`config.mk`:
```
export PLATFORM = sky130hd
export DESIGN_NAME = mem_stage
export DESIGN_NICKNAME = d
export VERILOG_FILES = /design/src/rtl/mem_stage_pkg.sv /design/src/rtl/mem_stage_lsu_align.sv /design/src/rtl/mem_stage.sv
export SDC_FILE = /design/constraint.sdc
export NUM_CORES = 1
export LEC_CHECK = 0
export CORE_MARGIN = 8
export CORE_UTILIZATION = 25
export DETAILED_ROUTE_END_ITERATION = 10
export HOLD_SLACK_MARGIN = 0.12
export RECOVER_POWER = 50
export REMOVE_ABC_BUFFERS = 1
export SLEW_MARGIN = 10
export SYNTH_ARGS = -nofsm -noshare
export SYNTH_HDL_FRONTEND = slang
export SYNTH_HIERARCHICAL = 1
export SYNTH_SLANG_ARGS = --single-unit
```
`constraint.sdc`:
```
create_clock -name clk -period 2.8 [get_ports clk]
set_input_delay 0.56 -clock clk [delete_from_list [all_inputs] [get_ports clk]]
set_output_delay 0.56 -clock clk [all_outputs]
set_load 0.02 [all_outputs]
```
`src/rtl/mem_stage_pkg.sv`:
```
// Shared types for the memory-access stage: EX/MEM and MEM/WB records, control, FSM states.
// Latency: n/a (types and helpers only).
// Backpressure: n/a.
package mem_stage_pkg;

    localparam int XLEN           = 32;
    localparam int REG_ADDR_WIDTH = 5;

    // Load/store width encodings as carried in funct3 of the memory instruction.
    typedef enum logic [2:0] {
        F3_B  = 3'b000,
        F3_H  = 3'b001,
        F3_W  = 3'b010,
        F3_BU = 3'b100,
        F3_HU = 3'b101
    } funct3_mem_e;

    typedef enum logic [1:0] {
        MEM_IDLE,
        MEM_WAIT_GNT,
        MEM_WAIT_RDATA
    } mem_state_e;

    typedef struct packed {
        logic        reg_write;
        logic        mem_read;
        logic        mem_write;
        funct3_mem_e mem_funct3;
    } ctrl_t;

    typedef struct packed {
        logic [XLEN-1:0]           alu_result;
        logic [XLEN-1:0]           rs2_data_str;
        logic [REG_ADDR_WIDTH-1:0] rd_addr;
        ctrl_t                     ctrl;
        logic                      valid_ex_mem;
    } ex_mem_reg_t;

    typedef struct packed {
        logic [XLEN-1:0]           alu_result;
        logic [XLEN-1:0]           mem_rdata;
        logic [REG_ADDR_WIDTH-1:0] rd_addr;
        ctrl_t                     ctrl;
        logic                      fault;
        logic                      valid_mem_wb;
    } mem_wb_reg_t;

    // True when an access of the given width does not sit on its natural boundary.
    function automatic logic is_misaligned(input logic [2:0] f3, input logic [1:0] off);
        logic mis;
        mis = 1'b0;
        if (f3[1])
            mis = (off != 2'b00);
        else if (f3[0])
            mis = off[0];
        return mis;
    endfunction

endpackage

```
`src/rtl/mem_stage_lsu_align.sv`:
```
// Byte-lane steering: store data/byte-enable shift, load extract and extend, misalign flag.
// Latency: purely combinational.
// Backpressure: none; outputs follow inputs.
module lsu_align
    import mem_stage_pkg::*;
#(
    parameter int ADDR_ALIGN_CHECK = 1
) (
    input  funct3_mem_e     funct3,
    input  logic [1:0]      byte_off,
    input  logic            mem_access,
    input  logic [XLEN-1:0] store_data,
    input  logic [XLEN-1:0] load_word,
    output logic [3:0]      be,
    output logic [XLEN-1:0] wdata,
    output logic [XLEN-1:0] load_data,
    output logic            misalign
);

    logic [2:0]      f3;
    logic [XLEN-1:0] shifted;

    assign f3       = funct3;
    assign shifted  = load_word >> {byte_off, 3'b000};
    assign misalign = (ADDR_ALIGN_CHECK != 0) && mem_access && is_misaligned(f3, byte_off);

    // Store side: replicate the datum across all lanes and enable only the addressed ones.
    always_comb begin
        be    = 4'b0000;
        wdata = '0;
        case (f3[1:0])
            2'b00: begin
                be    = 4'b0001 << byte_off;
                wdata = {4{store_data[7:0]}};
            end
            2'b01: begin
                be    = 4'b0011 << byte_off;
                wdata = {2{store_data[15:0]}};
            end
            default: begin
                be    = 4'b1111;
                wdata = store_data;
            end
        endcase
    end

    // Load side: the addressed lane is shifted down to bit 0, then sign or zero extended.
    always_comb begin
        load_data = shifted;
        case (funct3)
            F3_B:    load_data = {{24{shifted[7]}}, shifted[7:0]};
            F3_H:    load_data = {{16{shifted[15]}}, shifted[15:0]};
            F3_BU:   load_data = {24'b0, shifted[7:0]};
            F3_HU:   load_data = {16'b0, shifted[15:0]};
            default: load_data = shifted;
        endcase
    end

endmodule

```
`src/rtl/mem_stage.sv`:
```
// MEM pipeline stage: issues loads/stores on a req/gnt/rvalid bus and registers the MEM/WB record.
// Latency: 1 cycle for non-memory/store-with-gnt/misalign; loads take at least 2 (gnt, then rvalid).
// Backpressure: mem_stall holds upstream while waiting for gnt or rvalid; a timeout retires with fault.
module mem_stage
    import mem_stage_pkg::*;
#(
    parameter int TIMEOUT_CYCLES   = 64,
    parameter int ADDR_ALIGN_CHECK = 1
) (
    input  logic                      clk,
    input  logic                      reset,
    input  ex_mem_reg_t               ex_mem_in,
    output logic                      dmem_req,
    output logic                      dmem_we,
    output logic [XLEN-1:0]           dmem_addr,
    output logic [3:0]                dmem_be,
    output logic [XLEN-1:0]           dmem_wdata,
    input  logic                      dmem_gnt,
    input  logic                      dmem_rvalid,
    input  logic [XLEN-1:0]           dmem_rdata,
    output logic [XLEN-1:0]           mem_alu_result,
    output logic [REG_ADDR_WIDTH-1:0] mem_rd_addr,
    output logic                      mem_reg_write,
    output logic                      mem_stall,
    output mem_wb_reg_t               mem_wb_out,
    output logic                      mem_fault
);

    localparam int                CNT_W    = (TIMEOUT_CYCLES > 1) ? $clog2(TIMEOUT_CYCLES) : 1;
    localparam logic [CNT_W-1:0]  CNT_LAST = CNT_W'(TIMEOUT_CYCLES - 1);

    mem_state_e      state_q, state_d;
    logic [CNT_W-1:0] cnt_q, cnt_d;
    mem_wb_reg_t     mem_wb_q, mem_wb_d;
    logic            mem_fault_q, mem_fault_d;

    logic            is_load, is_store, is_mem, misalign;
    logic            req, retire, retire_fault, take_load;
    logic [XLEN-1:0] load_data;

    assign is_load  = ex_mem_in.ctrl.mem_read;
    assign is_store = ex_mem_in.ctrl.mem_write;
    assign is_mem   = is_load | is_store;

    lsu_align #(
        .ADDR_ALIGN_CHECK(ADDR_ALIGN_CHECK)
    ) u_align (
        .funct3    (ex_mem_in.ctrl.mem_funct3),
        .byte_off  (ex_mem_in.alu_result[1:0]),
        .mem_access(is_mem),
        .store_data(ex_mem_in.rs2_data_str),
        .load_word (dmem_rdata),
        .be        (dmem_be),
        .wdata     (dmem_wdata),
        .load_data (load_data),
        .misalign  (misalign)
    );

    // Bus fields come straight from the held EX/MEM record, so they stay stable while stalled.
    assign dmem_req  = req & reset;
    assign dmem_we   = is_store;
    assign dmem_addr = {ex_mem_in.alu_result[XLEN-1:2], 2'b00};

    assign mem_alu_result = ex_mem_in.alu_result;
    assign mem_rd_addr    = ex_mem_in.rd_addr;
    assign mem_reg_write  = ex_mem_in.ctrl.reg_write & ex_mem_in.valid_ex_mem;

    assign mem_wb_out = mem_wb_q;
    assign mem_fault  = mem_fault_q;

    // Bus FSM: next state, request, stall and retire decisions.
    always_comb begin
        state_d      = state_q;
        cnt_d        = cnt_q;
        req          = 1'b0;
        mem_stall    = 1'b0;
        retire       = 1'b0;
        retire_fault = 1'b0;
        take_load    = 1'b0;
        case (state_q)
            MEM_IDLE: begin
                if (ex_mem_in.valid_ex_mem) begin
                    if (!is_mem) begin
                        retire = 1'b1;
                    end else if (misalign) begin
                        retire       = 1'b1;
                        retire_fault = 1'b1;
                    end else begin
                        req   = 1'b1;
                        cnt_d = '0;
                        if (dmem_gnt && is_store) begin
                            retire = 1'b1;
                        end else begin
                            mem_stall = 1'b1;
                            state_d   = dmem_gnt ? MEM_WAIT_RDATA : MEM_WAIT_GNT;
                        end
                    end
                end
            end
            MEM_WAIT_GNT: begin
                req = 1'b1;
                if (dmem_gnt) begin
                    cnt_d = '0;
                    if (is_store) begin
                        retire  = 1'b1;
                        state_d = MEM_IDLE;
                    end else begin
                        mem_stall = 1'b1;
                        state_d   = MEM_WAIT_RDATA;
                    end
                end else if (cnt_q == CNT_LAST) begin
                    retire       = 1'b1;
                    retire_fault = 1'b1;
                    cnt_d        = '0;
                    state_d      = MEM_IDLE;
                end else begin
                    mem_stall = 1'b1;
                    cnt_d     = cnt_q + 1'b1;
                end
            end
            MEM_WAIT_RDATA: begin
                if (dmem_rvalid) begin
                    retire    = 1'b1;
                    take_load = 1'b1;
                    cnt_d     = '0;
                    state_d   = MEM_IDLE;
                end else if (cnt_q == CNT_LAST) begin
                    retire       = 1'b1;
                    retire_fault = 1'b1;
                    cnt_d        = '0;
                    state_d      = MEM_IDLE;
                end else begin
                    mem_stall = 1'b1;
                    cnt_d     = cnt_q + 1'b1;
                end
            end
            default: begin
                state_d = MEM_IDLE;
                cnt_d   = '0;
            end
        endcase
    end

    // Next MEM/WB record: a bubble unless something retires this cycle; faults never write rd.
    always_comb begin
        mem_wb_d    = '0;
        mem_fault_d = retire_fault;
        if (retire) begin
            mem_wb_d.alu_result     = ex_mem_in.alu_result;
            mem_wb_d.rd_addr        = ex_mem_in.rd_addr;
            mem_wb_d.ctrl           = ex_mem_in.ctrl;
            mem_wb_d.ctrl.reg_write = ex_mem_in.ctrl.reg_write & ~retire_fault;
            mem_wb_d.mem_rdata      = take_load ? load_data : '0;
            mem_wb_d.fault          = retire_fault;
            mem_wb_d.valid_mem_wb   = 1'b1;
        end
    end

    // State, timeout counter and output record registers.
    always_ff @(posedge clk or negedge reset) begin
        if (!reset) begin
            state_q     <= MEM_IDLE;
            cnt_q       <= '0;
            mem_wb_q    <= '0;
            mem_fault_q <= 1'b0;
        end else begin
            state_q     <= state_d;
            cnt_q       <= cnt_d;
            mem_wb_q    <= mem_wb_d;
            mem_fault_q <= mem_fault_d;
        end
    end

endmodule

```
==> results.json <==
{
  "status": "finished clean",
  "ys_ff_latch": 86,
  "clkSinkCount": 86,
  "htreeDepth": 3,
  "routed_wire_length_per_instance_um": 17.90,
  "gr-total-overflow": 0,
  "required_ns": 2.24,
  "cts-root-buf": "clkbuf_16",
  "r2r_cells": 8,
  "postSynth.asyncResetShare_pct": 100.0,
  "grt_util_all_layers_pct": 13.68,
  "grt_antenna_before_repair": 0,
  "drc": 0,
  "worstHoldPathType": "flip-flop to flip-flop",
  "synth_compound_area_share_pct": 10.03,
  "dr.pass1.iters": 4,
  "grt_pass1_wl_mm": 28.04,
  "dpl_cell_area_um2": 8108,
  "cts_setup_buffers": 0,
  "rows": 53,
  "clock_path_buffers": 2,
  "grt_max_degree": 51,
  "rsz0062_at_grt": "no",
  "nets": 871,
  "yosys.area_share.adder_pct": 1.180,
  "synth_cell_types": 52,
  "synth_top_cell_by_area": "dfrtp_1",
  "netlist_top_cells_area": "dfrtp_1 (41%), buf_4 (11%), nor3b_2 (9.2%)",
  "grt_pass1_vias": 4826,
  "maxSlewViolCount": 0,
  "diodes": 0,
  "finalInstanceArea_um2": 8448,
  "via_per_inst": 4.342,
  "layout_commonest_cell": "clkdlybuf4s50_1",
  "pwr-share-seq_pct": 29.3,
  "drt-initial-drc-count": 300,
  "dp.cells": 1017,
  "drive_gt1_share_pct": 16.60,
  "core_area_um2": 20890,
  "power.internal_uw": 3500,
  "clock_latency_ns": 0.34,
  "ios": 299,
  "synth_cells": 520,
  "cp-start-kind": "primary input",
  "muxShareOfSynthArea_pct": 7.151,
  "crit_chain": "clkdlybuf4s50_1 > o21ai_0 > a21boi_1 > nor3_1 > o21a_1 > dlygate4sd2_1",
  "clock_skew_ns": 0.006695,
  "avgSynthCellArea_um2": 10.19,
  "comb_power_share_pct": 46.4,
  "tritoncts": "done",
  "hold_viol_final": 0,
  "dpl.hpwl_mm": 14.62,
  "multi_input_area_um2": 2313,
  "timing.critical_path.fanout_max": 4,
  "p_total_uw": 5459,
  "die_w_um": 161.6,
  "criticalPathCategory": "primary input to primary output",
  "hold_depth": 1,
  "synth-seq-area-share_pct": 40.59,
  "mostFrequentLayoutCells": "clkdlybuf4s50_1 (187), dfrtp_1 (86), dlygate4sd3_1 (81)",
  "yosys.area_share.simple_pct": 25.09,
  "synth_edf_count": 0,
  "arrival_ns": 2.17,
  "vias": 4490,
  "ir_drop_v": 0.0002811,
  "yosysWarnings": 6,
  "p_leak_uw": 0.003926,
  "fin_cells": 1034,
  "synth_top_family_by_area": "simple AND/OR/NAND/NOR gates",
  "start_util_pct": 25.38,
  "portBuffers": 296,
  "cpMaxStageDelayCell": "clkdlybuf4s50_1",
  "min_period_ns": 2.727,
  "power_density_nw_per_um2": 646.2,
  "fillers": 2082,
  "cap_violations": 0,
  "switching_power_uw": 1960,
  "die-area_um2": 26120,
  "switching_share_pct": 35.89,
  "syn_to_final_growth_pct": 59.36,
  "worst_pin_slew_ns": 1.035,
  "max-slew-margin-rel_pct": 31.01,
  "min_period_over_period_pct": 97.41,
  "cp_slowest_stage_delay_ns": 0.49,
  "synth_top_cell_area_share_pct": 40.59,
  "synth_ff_type": "dfrtp_1",
  "clkTransAtPathRegs_ns": 0.06,
  "hold_slack_ns": 0.5286,
  "setup_viol": 0,
  "crit_path_end_kind": "primary output",
  "seqCellArea_um2": 2152,
  "cts_buffers": 9,
  "synthXorXnorAreaFrac_pct": 0,
  "routed_wl_mm": 18.51,
  "fmax_ghz": 0.3667,
  "die_h_um": 161.6,
  "place.gp.congestion": 0.8327,
  "synth_area_um2": 5301,
  "antenna_left": 0,
  "clkPwrFrac_pct": 24.3
}
-- worst paths after layout --
check,from,endpoint,slack (ns)
max in group asynchronous,reset,mem_wb_out[58],0.38
max,ex_mem_in[2],dmem_req,0.07
min,cnt_q[5],cnt_q[5],0.53
max reg2reg,state_q[0],mem_wb_out[65],0.64
min in group asynchronous,reset,mem_wb_out[27],0.61
min reg2reg,cnt_q[5],cnt_q[5],0.53
-- synthesized netlist by cell type (all sizes together), types with 7 or more instances --
| cell type | number |
|---|---|
| a21oi | 23 |
| nor2 | 12 |
| nor3b | 43 |
| mux2 | 20 |
| a211oi | 7 |
| a2bb2oi | 7 |
| mux2i | 15 |
| nand2 | 59 |
| clkbuf | 15 |
| nand3 | 18 |
| buf | 97 |
| o21ai | 14 |
| nor2b | 13 |
| and2 | 34 |
| dfrtp | 86 |
-- layout make-up --
type	instances	share of cell area (%)
Clock buffer	11	2.992
Clock inverter	5	0.9627
Inverter	6	0.2666
Multi-Input combinational cell	317	27.38
Sequential cell	86	25.47
Tap cell	275	4.073
Timing Repair Buffer	334	38.85
-- critical path, delay by kind of cell --
kind / cells / cell delay, ns
and+or+nand+nor: 1 / 0.11
buffers and inverters: 2 / 0.82
AOI/OAI and AO/OA: 3 / 0.67
-- flip-flops by register name (all words and copies together), names as in the netlist --
| register | cells |
|---|---|
| mem_wb_out | 77 |
| cnt_q | 6 |
| state_q | 2 |
| mem_fault | 1 |
-- per-layer routing --
metal	GRT usage [%]	vias up	part of all wire [%]
met4	3.998	0	1.4
li1	-	2164	-
met3	4.149	17	7.5
met5	0	-	0
met1	15.87	2140	40
met2	23.85	169	51
-- power groups by stage --
| stage | logic [µW] | clock network, µW | registers (µW) |
|---|---|---|---|
| after floorplan | 781 | 0 | 1840 |
| after global placement | 2720 | 0 | 1630 |
| after detailed placement | 2710 | 0 | 1640 |
| after CTS | 2700 | 1380 | 1620 |
| after global routing | 2730 | 1430 | 1630 |
| final | 2530 | 1330 | 1600 |
-- kinds of logic after synthesis --
logic type,Yosys count
muxes,35
buffers and inverters,118
AOI/OAI and AO/OA,75
DFF,86
other,1
adders and majority gates,5
and+or+nand+nor,200
-- repair_timing --
action                                  CTS  global route
pin swaps                                 0             0
endpoints found under the setup margin   19             8
endpoints found under the hold margin    11             0
hold buffers                              1             0
resized for setup                        22            10
-- per-stage QoR --
step           utilization, %  TNS (ns)  worst slack [ns]
3_5_place_dp            38.81    -2.529           -0.3366
6_report                40.44         0           0.07265
3_3_place_gp            38.81    -1.968           -0.3307
4_1_cts                 40.40         0         0.0007137
5_1_grt                 40.44         0          0.002365
2_1_floorplan               -   -144.84            -3.445
Power figures use the tool's default switching activity.
